===== config.mk =====
export PLATFORM = sky130hd
export DESIGN_NAME = exec_div_sequencer
export DESIGN_NICKNAME = d
export VERILOG_FILES = /design/src/rtl/exec_div_sequencer_pkg.sv /design/src/rtl/exec_div_sequencer_div_iter_step.sv /design/src/rtl/exec_div_sequencer.sv
export SDC_FILE = /design/constraint.sdc
export NUM_CORES = 1
export LEC_CHECK = 0
export BUFFER_PORTS_ARGS = -buffer_cell sky130_fd_sc_hd__buf_2
export CORE_UTILIZATION = 51
export DETAILED_ROUTE_END_ITERATION = 10
export PLACE_DENSITY = 0.72
export SLEW_MARGIN = 20
export SYNTH_ARGS = -nofsm -noshare
export SYNTH_HDL_FRONTEND = slang
export SYNTH_SLANG_ARGS = --single-unit

===== constraint.sdc =====
create_clock -name clk -period 3.19 [get_ports clk]
set_input_delay 0.319 -clock clk [delete_from_list [all_inputs] [get_ports clk]]
set_output_delay 0.319 -clock clk [all_outputs]
set_load 0.01 [all_outputs]

===== src/rtl/exec_div_sequencer_pkg.sv =====
// Shared execute-stage definitions for the M-extension divide path.
package exec_div_sequencer_pkg;

    // Divide sequencer states
    typedef enum logic [2:0] {
        IDLE = 3'd0,
        INIT = 3'd1,
        ITER = 3'd2,
        FIX  = 3'd3,
        DONE = 3'd4
    } divState_t;

    // funct3 encodings of the RV32M divide group
    localparam logic [2:0] F3_DIV  = 3'b100;
    localparam logic [2:0] F3_DIVU = 3'b101;
    localparam logic [2:0] F3_REM  = 3'b110;
    localparam logic [2:0] F3_REMU = 3'b111;

    // Opcode and funct7 that identify M-extension register ops in decode
    localparam logic [6:0] OPCODE_OP     = 7'b0110011;
    localparam logic [6:0] FUNCT7_MULDIV = 7'b0000001;

    // All divide/remainder codes have funct3[2] set; multiplies do not
    function automatic logic is_div_op(input logic [2:0] f3);
        return f3[2];
    endfunction

endpackage


===== src/rtl/exec_div_sequencer_div_iter_step.sv =====
// One radix-2 restoring division step: shift {rem,quo} left, trial-subtract.
module div_iter_step #(
    parameter int XLEN = 32
) (
    input  logic [XLEN:0]   rem,
    input  logic [XLEN-1:0] quo,
    input  logic [XLEN-1:0] divisor,
    output logic [XLEN:0]   rem_nxt,
    output logic [XLEN-1:0] quo_nxt
);

    logic        [XLEN+1:0] shifted;
    logic signed [XLEN+1:0] diff;
    logic                   neg;

    // Next dividend bit enters the partial remainder from the top of quo
    assign shifted = {rem, quo[XLEN-1]};
    assign diff    = shifted - {2'b00, divisor};
    assign neg     = diff[XLEN+1];

    // Restore on a negative difference, otherwise keep it and record a 1
    always_comb begin
        rem_nxt = neg ? shifted[XLEN:0] : diff[XLEN:0];
        quo_nxt = {quo[XLEN-2:0], ~neg};
    end

endmodule


===== src/rtl/exec_div_sequencer.sv =====
// Multi-cycle RV32M DIV/DIVU/REM/REMU controller for the execute stage.
module exec_div_sequencer
    import exec_div_sequencer_pkg::*;
#(
    parameter int XLEN  = 32,
    parameter int CNT_W = 6
) (
    input  logic            clk,
    input  logic            rstN,
    input  logic            flush,
    input  logic            divReq,
    input  logic [2:0]      funct3,
    input  logic [XLEN-1:0] srcA,
    input  logic [XLEN-1:0] srcB,
    output logic            stall,
    output logic            busy,
    output logic            resultValid,
    output logic [XLEN-1:0] divResult
);

    localparam logic [XLEN-1:0] XMIN = {1'b1, {(XLEN-1){1'b0}}};

    divState_t state, state_nxt;

    logic [CNT_W-1:0] cnt;
    logic             sgn_q;      // signed operation
    logic             rsel_q;     // 1: remainder, 0: quotient
    logic             qneg_q;
    logic             rneg_q;
    logic [XLEN-1:0]  a_q;
    logic [XLEN-1:0]  b_q;        // raw divisor, then its magnitude after INIT
    logic [XLEN-1:0]  quo_q;
    logic [XLEN:0]    rem_q;
    logic [XLEN-1:0]  res_q;

    logic signed [XLEN-1:0] a_s;
    logic signed [XLEN-1:0] b_s;
    logic             sign_a;
    logic             sign_b;
    logic             div_zero;
    logic             ovf;
    logic [XLEN-1:0]  mag_a;
    logic [XLEN-1:0]  mag_b;
    logic             accept;
    logic [XLEN:0]    rem_step;
    logic [XLEN-1:0]  quo_step;

    // Two's-complement negation when en is set, wrapping modulo 2^XLEN
    function automatic logic [XLEN-1:0] cond_neg(input logic [XLEN-1:0] x, input logic en);
        return en ? (~x + 1'b1) : x;
    endfunction

    assign a_s      = a_q;
    assign b_s      = b_q;
    assign sign_a   = sgn_q && (a_s < 0);
    assign sign_b   = sgn_q && (b_s < 0);
    assign mag_a    = cond_neg(a_q, sign_a);
    assign mag_b    = cond_neg(b_q, sign_b);
    assign div_zero = (b_q == '0);
    assign ovf      = sgn_q && (a_q == XMIN) && (b_q == '1);
    assign accept   = (state == IDLE) && divReq && is_div_op(funct3) && !flush;

    assign busy      = (state != IDLE);
    assign divResult = res_q;

    div_iter_step #(.XLEN(XLEN)) u_step (
        .rem     (rem_q),
        .quo     (quo_q),
        .divisor (b_q),
        .rem_nxt (rem_step),
        .quo_nxt (quo_step)
    );

    // State register
    always_ff @(posedge clk or negedge rstN) begin
        if (!rstN) state <= IDLE;
        else       state <= state_nxt;
    end

    // Next-state and handshake outputs; flush overrides everything
    always_comb begin
        state_nxt   = state;
        stall       = 1'b0;
        resultValid = 1'b0;
        case (state)
            IDLE: begin
                if (accept) begin
                    state_nxt = INIT;
                    stall     = 1'b1;
                end
            end
            INIT: begin
                stall     = 1'b1;
                state_nxt = (div_zero || ovf) ? DONE : ITER;
            end
            ITER: begin
                stall = 1'b1;
                if (cnt == '0) state_nxt = FIX;
            end
            FIX: begin
                stall     = 1'b1;
                state_nxt = DONE;
            end
            DONE: begin
                resultValid = 1'b1;
                state_nxt   = IDLE;
            end
            default: state_nxt = IDLE;
        endcase
        if (flush) begin
            state_nxt   = IDLE;
            stall       = 1'b0;
            resultValid = 1'b0;
        end
    end

    // Operand capture, iteration datapath and result register; frozen on flush
    always_ff @(posedge clk or negedge rstN) begin
        if (!rstN) begin
            cnt    <= '0;
            sgn_q  <= 1'b0;
            rsel_q <= 1'b0;
            qneg_q <= 1'b0;
            rneg_q <= 1'b0;
            a_q    <= '0;
            b_q    <= '0;
            quo_q  <= '0;
            rem_q  <= '0;
            res_q  <= '0;
        end else if (!flush) begin
            case (state)
                IDLE: begin
                    if (accept) begin
                        sgn_q  <= ~funct3[0];
                        rsel_q <= funct3[1];
                        a_q    <= srcA;
                        b_q    <= srcB;
                    end
                end
                INIT: begin
                    qneg_q <= sign_a ^ sign_b;
                    rneg_q <= sign_a;
                    if (div_zero) begin
                        quo_q <= '1;
                        rem_q <= {1'b0, a_q};
                        res_q <= rsel_q ? a_q : '1;
                    end else if (ovf) begin
                        quo_q <= XMIN;
                        rem_q <= '0;
                        res_q <= rsel_q ? '0 : XMIN;
                    end else begin
                        rem_q <= '0;
                        quo_q <= mag_a;
                        b_q   <= mag_b;
                        cnt   <= CNT_W'(XLEN - 1);
                    end
                end
                ITER: begin
                    rem_q <= rem_step;
                    quo_q <= quo_step;
                    if (cnt != '0) cnt <= cnt - 1'b1;
                end
                FIX: begin
                    res_q <= rsel_q ? cond_neg(rem_q[XLEN-1:0], rneg_q)
                                    : cond_neg(quo_q, qneg_q);
                end
                default: ;
            endcase
        end
    end

    // The instruction must stay in execute while the divide is running
    a_divreq_held: assert property (@(posedge clk) disable iff (!rstN)
        ((state inside {INIT, ITER, FIX}) && !flush) |-> divReq);

endmodule


==> impl_metrics.json, run 1 <==
{
  "status": "completed",
  "grt_pass1_wl_um": 68000,
  "drtIter0Drc": 1407,
  "critPathLaunchType": "flip-flop",
  "hold_depth": 2,
  "cts_tree": "built",
  "finalMaxSlewViolations": 0,
  "p_comb_frac": 0.648,
  "critical_path_class": "flip-flop to flip-flop",
  "p_int_mw": 9.47,
  "die-area_um2": 25300,
  "die_w_um": 159,
  "yosys.cell_types.count": 70,
  "r2r_setup_slack_ns": 0.01,
  "cts_made_buffers": 17,
  "clock_latency_ns": 0.44,
  "synth.cell_area_um2": 12600,
  "drt_wl_total_um": 43300,
  "max_freq_mhz": 315,
  "p_per_area_nw_per_um2": 1090,
  "fin_crit_sh": 0.995,
  "cts-root-buf": "clkbuf_16",
  "synth_nets": 1678,
  "ys_seq_elements": 174,
  "wl_per_cell_um": 20.1,
  "antenna_found_initial": 0,
  "yosysWarnings": 0,
  "numPlacedInstances": 2096,
  "final_util": 0.667,
  "crit_path_start": "rem_q[11]",
  "busiest_layer": "met2",
  "rr_worst_depth": 9,
  "hold_violations": 0,
  "grt_util_met2": 0.542,
  "synth.avg_cell_area_um2": 8.03,
  "relSlewSlack": 0.301,
  "pwr-share-clk": 0.126,
  "r2r-end": "divResult[30]",
  "worst_pin_slew_ns": 1.05,
  "diodes": 0,
  "rr_startpoint": "rem_q[11]",
  "postSynthCellCount": 1567,
  "gp_congestion": 0.963,
  "layout-drive-gt1-share": 0.267,
  "numClockSinks": 174,
  "ys.flop_type": "dfrtp_1",
  "drc": 0,
  "pwr-share-seq": 0.226,
  "synthArstFlopShare": 1.00,
  "total_leakage_power_nw": 6.98,
  "arrival_ns": 3.50,
  "std_cell_rows": 57,
  "grt_max_degree": 90,
  "die_h_um": 159,
  "cp_slowest_cell": "or4_4",
  "nets": 1928,
  "rsz0062_at_grt": "true",
  "setup_ws_ns": 0.0145,
  "clock_skew_ns": 0.0118,
  "pre_cts_ws_ns": -0.449,
  "setup_viol": 0,
  "portBuffers": 105,
  "first_global_vias": 12300,
  "post-dp-hpwl_um": 31800,
  "core_um2": 24200,
  "fin_crit_ns": 3.18,
  "gr-usage-met3": 0.0490,
  "pin_count": 106,
  "worstPathMaxFanout": 4,
  "synth_edf_count": 0,
  "p_switching_mw": 8.20,
  "cp.required_ns": 3.52,
  "swShare": 0.464,
  "grtUsageMet1": 0.468,
  "dr.pass1.iters": 6,
  "via_per_inst": 6.19,
  "postRouteAntennaNets": 0,
  "ir_drop_v": 0.000567,
  "ctsLongestPathBuffers": 2,
  "critPathCapture": "divResult[30]",
  "crit_chain": "or4_4, or4_4, or2_4, or3_4, or3_4, o21ai_2, xnor2_1, o22a_1, a32o_1",
  "htreeDepth": 4,
  "drv_cap": 0,
  "synth_seq_area_share": 0.346,
  "stdcell_count": 2154,
  "hp-class": "input pin to flip-flop",
  "start_util": 0.519,
  "cp-end-kind": "flip-flop",
  "vias": 13300,
  "p_total_mw": 17.7,
  "clk_pin_slew_ns": 0.07,
  "gr-usage-all-layers": 0.340,
  "slowest_delay_ns": 0.50,
  "area_delta_synth_final_pct": 28.5,
  "grt_overflow": 0
}
==> cells in the mapped netlist (5+ instances only) <==
| cell | count | share of area |
|---|---|---|
| or4_1 | 9 | 0.0054 |
| nand2_1 | 159 | 0.047 |
| and3_1 | 15 | 0.0075 |
| or3_1 | 16 | 0.0080 |
| a31oi_1 | 63 | 0.031 |
| o211ai_1 | 17 | 0.010 |
| nand2b_1 | 10 | 0.0050 |
| o21ai_0 | 163 | 0.065 |
| xnor2_1 | 57 | 0.040 |
| a211oi_1 | 9 | 0.0054 |
| xor2_1 | 56 | 0.039 |
| mux2i_1 | 9 | 0.0072 |
| inv_1 | 51 | 0.015 |
| nand3_1 | 37 | 0.015 |
| nor2_1 | 112 | 0.033 |
| and2_1 | 9 | 0.0045 |
| ha_1 | 39 | 0.039 |
| nor3_1 | 62 | 0.025 |
| nor4_1 | 17 | 0.0084 |
| a21o_1 | 15 | 0.0089 |
| o221ai_1 | 12 | 0.0083 |
| o31ai_1 | 30 | 0.018 |
| a21boi_0 | 5 | 0.0030 |
| a2bb2oi_1 | 5 | 0.0035 |
| buf_1 | 12 | 0.0036 |
| o22ai_1 | 33 | 0.016 |
| a21oi_1 | 120 | 0.048 |
| dfrtp_1 | 174 | 0.35 |
| nor2b_1 | 8 | 0.0040 |
| nand4_1 | 18 | 0.0089 |
| mux2_2 | 30 | 0.027 |
| a22o_1 | 6 | 0.0042 |
| o21a_1 | 6 | 0.0036 |
| o41ai_1 | 9 | 0.0063 |
| a22oi_1 | 16 | 0.0095 |
| clkbuf_1 | 99 | 0.030 |
==> worst min path at each step <==
stage,startpoint,endpoint,slack (ns)
floorplan,rstN,a_q[0],0.02
CTS,funct3[0],sgn_q,0.04
global placement,rstN,cnt[4],0.36
detailed placement,rstN,cnt[3],0.36
global route,funct3[0],sgn_q,0.04
finish,funct3[0],sgn_q,0.04
==> cells in the final DEF (no fill, tap or decap), types with 17 or more instances in the layout <==
master / n
o21ai_0: 148
nor2_1: 111
inv_1: 44
a31oi_1: 62
nand3_1: 36
nor3_1: 61
nand4_1: 18
nand2_1: 158
ha_1: 26
xnor2_1: 57
buf_4: 220
xor2_1: 56
o31ai_1: 26
dfrtp_1: 171
o22ai_1: 33
buf_2: 104
a21oi_1: 111
mux2_2: 30
clkbuf_16: 17
o211ai_1: 17
==> critical path: cells and delay by family, from the launching register on <==
kind / cells / cell delay, ns
compound gates: 3 / 0.63
simple gates: 5 / 1.89
xor+xnor: 1 / 0.08
flops: 1 / 0.45
==> state kept, by name, summed over array words and instances, names as in the netlist <==
name / flops
a_q: 32
b_q: 32
cnt: 6
divResult: 32
qneg_q: 1
quo_q: 32
rem_q: 33
rneg_q: 1
rsel_q: 1
sgn_q: 1
state: 3
==> timing repair <==
action                                  CTS  global route
hold buffers                              1             0
setup buffers                             6            16
endpoints found under the setup margin  119            92
resized for setup                        31            74
hold endpoints to repair                 63             0
gates cloned                              3             0
pin swaps                                10            28
==> power by group through the flow <==
stage | clock network [mW] | registers [mW] | logic (mW)
2_1_floorplan | 0 | 3.83 | 6.22
3_3_place_gp | 0 | 3.90 | 10.2
3_5_place_dp | 0 | 3.94 | 10.3
4_1_cts | 2.25 | 3.91 | 10.6
5_1_grt | 2.33 | 4.08 | 12.4
6_report | 2.23 | 3.99 | 11.5
==> layer usage <==
metal,wire length [um],share of wire
met4,1350,0.031
met5,0,0
met2,19700,0.46
met1,18800,0.43
met3,3400,0.079
==> cell families (layout without fill, tap and decap cells) <==
family          after synthesis  in the layout  synth area share
compound gates              544            544             0.265
xor+xnor                    113            113            0.0786
fa+ha+maj                    40             40            0.0403
flops                       174            174             0.346
mux                          39             39            0.0340
buf+inv                     162            425            0.0483
simple gates                495            495             0.188
==> area by class of cell <==
class                      count  area [um^2]
multi-input combinational   1231         8100
clock inverter                13          178
sequential                   174         4360
tap                          324          405
inverter                      51          191
fill                        2076         8070
timing repair buffer         342         2520
clock buffer                  19          433
==> per-stage QoR <==
stage | hold slack [ns] | setup TNS (ns) | cell area, um^2
after floorplan | 0.0234 | 0 | 12600
after global placement | 0.365 | -20.27 | 14800
after detailed placement | 0.364 | -21.67 | 14800
after CTS | 0.0392 | 0 | 15700
after global routing | 0.0408 | -0.521 | 16200
final | 0.0427 | 0 | 16200
Note: power is estimated with default switching activity, not from simulation.
==> run 2, diff against run 1 <==
- CORE_UTILIZATION: 51 -> 33
- PLACE_DENSITY: 0.72 -> unset
==> run 2 against run 1 <==
The flow now finishes with violations (negative setup slack). Sequential cell count stayed put. Largest cell class unchanged. Critical endpoint unchanged. Total power is 0.49% higher. Largest power group unchanged. First-iteration DRC count down 14%. Critical path depth unchanged.
==> impl_metrics.json, run 2 (same netlist as run 1, synthesis figures left out) <==
{
  "final_util": 0.433,
  "cp-end-kind": "flip-flop",
  "numClockSinks": 174,
  "cp_slowest_cell": "or4_4",
  "arrival_ns": 3.56,
  "post-dp-hpwl_um": 33600,
  "p_total_mw": 17.8,
  "die_w_um": 197,
  "setup_ws_ns": -0.0317,
  "max_freq_mhz": 310,
  "crit_chain": "or4_4, or4_4, or2_4, or3_4, or3_4, o21ai_2, xnor2_1, o22a_1, a32o_1",
  "gr-usage-all-layers": 0.233,
  "regArea_um2": 4360,
  "worstPathMaxFanout": 4,
  "die_h_um": 197,
  "first_global_vias": 12900,
  "critical_path_class": "flip-flop to flip-flop",
  "portBuffers": 105,
  "antenna_found_initial": 0,
  "ir_drop_v": 0.000454,
  "nets": 1929,
  "cp.required_ns": 3.53,
  "cts-root-buf": "clkbuf_16",
  "finalMaxSlewViolations": 0,
  "std_cell_rows": 71,
  "area_delta_synth_final_pct": 29.2,
  "numPlacedInstances": 2293,
  "setup_viol": 9,
  "top_register": "rem_q",
  "pre_cts_ws_ns": -0.444,
  "layout-drive-gt1-share": 0.266,
  "violations": "negative setup slack",
  "fin_crit_ns": 3.22,
  "cts_tree": "built",
  "drv_cap": 0,
  "htreeDepth": 4,
  "stdcell_count": 2340,
  "start_util": 0.335,
  "fin_crit_sh": 1.01,
  "ctsLongestPathBuffers": 2,
  "hold_violations": 0,
  "grt_overflow": 0,
  "dr.pass1.iters": 8,
  "cts_made_buffers": 17,
  "drc": 0,
  "status": "finished, violations left",
  "clock_latency_ns": 0.47,
  "clock_skew_ns": 0.0246,
  "slowest_delay_ns": 0.55,
  "p_per_area_nw_per_um2": 1090,
  "nFillCells": 3776,
  "place_area_um2": 15100,
  "grt_pass1_wl_um": 70600,
  "crit_buf_inv": 0,
  "multiInputGateArea_um2": 8050,
  "layout_common_cells": "buf_4 (225), dfrtp_1 (173), nand2_1 (156)",
  "crit_family": "simple AND/OR/NAND/NOR gates",
  "gp_congestion": 0.980,
  "via_per_inst": 5.69,
  "wl_per_cell_um": 19.5,
  "grt_max_degree": 90,
  "drt_wl_total_um": 45700,
  "core_um2": 37600,
  "pin_count": 106,
  "total_leakage_power_nw": 6.93,
  "rsz0062_at_grt": "true",
  "clk_pin_slew_ns": 0.08,
  "critPathLaunchType": "flip-flop",
  "postRouteAntennaNets": 0,
  "final_cell_area_um2": 16300,
  "diodes": 0,
  "worst_pin_slew_ns": 1.01,
  "relSlewSlack": 0.325,
  "largest_register_ffs": 33,
  "drtIter0Drc": 1212,
  "layout_commonest_cell": "buf_4",
  "hp-class": "input pin to flip-flop",
  "vias": 13300,
  "die-area_um2": 38900
}
[run 2: cell types whose count changed in the layout (fill, tap and decap cells not counted), moves of 4 or more]
cell	change
buf_4	+5
o21ai_0	+6
buf_12	-4
ha_1	+5
ha_4	-5
o21ai_1	-6
[run 2: cell type report]
class / instances / area share
Clock inverter: 13 / 0.00961
Tap cell: 511 / 0.0393
Clock buffer: 17 / 0.0261
Timing Repair Buffer: 343 / 0.151
Sequential cell: 174 / 0.268
Inverter: 51 / 0.0118
Multi-Input combinational cell: 1231 / 0.495
[run 2: routing by layer]
metal,wire length [um],track usage,vias up
li1,-,-,6258
met1,19800,0.299,6459
met2,21600,0.387,495
met3,2670,0.0389,99
met4,1650,0.0924,0
met5,0,0,-
[run 2: path summary, 6_finish.rpt]
| path | startpoint | endpoint | slack [ns] | cells past startpoint |
|---|---|---|---|---|
| max | rem_q[13] | divResult[30] | -0.03 | 9 |
| min | funct3[0] | sgn_q | 0.03 | 2 |
| max reg2reg | rem_q[13] | divResult[30] | -0.03 | 9 |
| min reg2reg | divResult[2] | divResult[2] | 0.47 | 2 |
| max in group asynchronous | rstN | b_q[7] | 1.92 | 3 |
| min in group asynchronous | rstN | quo_q[30] | 0.49 | 2 |
[run 2: report_power, final]
part | total (mW) | leakage [nW] | internal, mW | switching (mW)
combinational | 11.7 | 4.52 | 5.33 | 6.34
sequential | 3.90 | 2.13 | 2.99 | 0.904
clock | 2.19 | 0.278 | 1.17 | 1.03
total | 17.8 | 6.93 | 9.49 | 8.27
[run 2: what timing repair did]
| item | in CTS | in global routing |
|---|---|---|
| hold buffers | 1 | 0 |
| setup endpoints to repair | 94 | 115 |
| endpoints found under the hold margin | 71 | 0 |
| buffers inserted | 4 | 8 |
| cloned | 0 | 4 |
| gates resized for setup | 12 | 81 |
| pin swaps | 6 | 20 |
[run 2: per-stage QoR]
step / hold slack, ns / TNS [ns]
after floorplan: 0.0234 / 0
after global placement: 0.427 / -22.82
after detailed placement: 0.422 / -25.30
after CTS: 0.0175 / -0.00347
after global routing: 0.0114 / -6.10
final: 0.0270 / -0.122
==> run 3, diff against run 2 <==
- GPL_TIMING_DRIVEN: unset -> 0
==> run 3 against run 2 <==
Critical endpoint is now quo_q[0]. Worst setup slack lost 0.033 ns. Critical path type unchanged. The flow finishes with violations (design-rule violations, negative setup slack). Highest routed layer is now met5. Die area is the same. Combinational power shrank 8%.
==> impl_metrics.json, run 3 (same netlist as run 1, synthesis figures left out) <==
{
  "status": "finished, violations left",
  "violations": "design-rule violations, negative setup slack",
  "numClockSinks": 174,
  "pre_cts_ws_ns": -1.31,
  "critical_path_class": "flip-flop to flip-flop",
  "postRouteAntennaNets": 0,
  "cts_tree": "built",
  "hold_path_end": "rsel_q",
  "worst_pin_slew_ns": 0.943,
  "gp_congestion": 0.931,
  "via_per_inst": 5.90,
  "fin_tns_setup_ns": -0.130,
  "crit_path_start": "state[1]",
  "clock_latency_ns": 0.48,
  "drc": 4,
  "setup_viol": 7,
  "hold_violations": 0,
  "p_switching_mw": 8.62,
  "die_w_um": 197,
  "die_h_um": 197,
  "cts_made_buffers": 17,
  "p_per_area_nw_per_um2": 1090,
  "swShare": 0.493,
  "min_from": "funct3[1]",
  "start_util": 0.335,
  "vias": 13500,
  "setup_ws_ns": -0.0647,
  "portBuffers": 105,
  "total_leakage_power_nw": 6.38,
  "critPathLaunchType": "flip-flop",
  "drv_cap": 0,
  "top_register": "rem_q",
  "largest_register_ffs": 33,
  "r2r-end": "quo_q[0]",
  "p_total_mw": 17.5,
  "layout-drive-gt1-share": 0.237,
  "drt_wl_total_um": 48800,
  "gr-usage-all-layers": 0.252,
  "pwr-share-seq": 0.251,
  "std_cell_rows": 71,
  "hold_depth": 3,
  "p_int_mw": 8.87,
  "hp-class": "input pin to flip-flop",
  "r2r_setup_slack_ns": -0.06,
  "layout_commonest_cell": "nand2_1",
  "clk_pin_slew_ns": 0.09,
  "nets": 1871,
  "core_um2": 37600,
  "first_global_vias": 12900,
  "grt_overflow": 0,
  "pwr-share-clk": 0.132,
  "wl_per_cell_um": 21.4,
  "clock_skew_ns": 0.0205,
  "arrival_ns": 3.59,
  "htreeDepth": 4,
  "rr_startpoint": "state[1]",
  "relSlewSlack": 0.370,
  "area_delta_synth_final_pct": 27.0,
  "layout_common_cells": "nand2_1 (156), dfrtp_1 (151), o21ai_0 (143)",
  "grt_max_degree": 80,
  "ir_drop_v": 0.000466,
  "pin_count": 106,
  "diodes": 0,
  "grt_pass1_wl_um": 74900,
  "fin_crit_ns": 3.25,
  "die-area_um2": 38900,
  "finalMaxSlewViolations": 0,
  "rr_worst_depth": 7,
  "cp-end-kind": "flip-flop",
  "cts-root-buf": "clkbuf_16",
  "rsz0062_at_grt": "true",
  "post-dp-hpwl_um": 36600,
  "ctsLongestPathBuffers": 2,
  "antenna_found_initial": 1,
  "dr.pass1.iters": 9,
  "max_freq_mhz": 307,
  "drtIter0Drc": 1370,
  "p_comb_frac": 0.617,
  "cp.required_ns": 3.53,
  "fin_crit_sh": 1.02,
  "worstPathMaxFanout": 10
}
[run 3: through the flow]
| step | instance area (um^2) | hold slack (ns) | instances | utilization |
|---|---|---|---|---|
| floorplan | 12600 | 0.0234 | 1567 | - |
| global placement | 13800 | 0.463 | 2183 | 0.366 |
| detailed placement | 13800 | 0.200 | 2185 | 0.368 |
| CTS | 15200 | 0.0519 | 2241 | 0.404 |
| global route | 16000 | 0.0683 | 2284 | 0.425 |
| finish | 16000 | 0.0637 | 2284 | 0.425 |
[run 3: worst max-delay path by stage]
stage,end,slack [ns],depth (start not counted)
2_1_floorplan,rem_q[10],0.02,14
3_3_place_gp,b_q[26],-1.27,13
3_5_place_dp,b_q[30],-1.31,13
4_1_cts,rem_q[30],-0.06,13
5_1_grt,cnt[4],-0.17,9
6_report,quo_q[0],-0.06,7
[run 3: layout make-up]
cell class / instances / area, um^2
inverter: 51 / 194
sequential: 174 / 4380
timing repair buffer: 180 / 1150
multi-input combinational: 1231 / 8470
fill: 3761 / 21600
clock buffer: 17 / 425
buffer: 105 / 520
clock inverter: 15 / 209
tap: 511 / 639
[run 3: layer usage]
layer | GRT usage | routed length [um] | vias to the layer above
li1 | - | - | 6149
met1 | 0.339 | 20900 | 6574
met2 | 0.402 | 22100 | 632
met3 | 0.0437 | 4020 | 110
met4 | 0.0996 | 1800 | 2
met5 | 0 | 13 | -
[run 3: power by group through the flow]
| stage | clock network (mW) | logic, mW | registers, mW |
|---|---|---|---|
| 3_3_place_gp | 0 | 8.17 | 4.31 |
| 5_1_grt | 2.42 | 11.8 | 4.47 |
| 2_1_floorplan | 0 | 6.22 | 3.83 |
| 4_1_cts | 2.35 | 9.15 | 4.33 |
| 6_report | 2.31 | 10.8 | 4.39 |
| 3_5_place_dp | 0 | 8.26 | 4.33 |
[run 3: critical path, stage by stage, from the launching register on]
cell and delay, ns:
dfrtp_1 0.33, clkbuf_1 0.43, nor3b_1 0.83, clkbuf_1 0.64, clkbuf_2 0.48, nand2_1 0.17
o211ai_1 0.13, o21ai_0 0.10
[run 3: timing repair]
action,4_1_cts,5_1_grt
buffers inserted,27,44
hold buffers,2,0
gates cloned,0,0
pin swaps,17,33
endpoints found under the hold margin,28,0
gates resized for setup,130,148
setup endpoints to repair,165,127
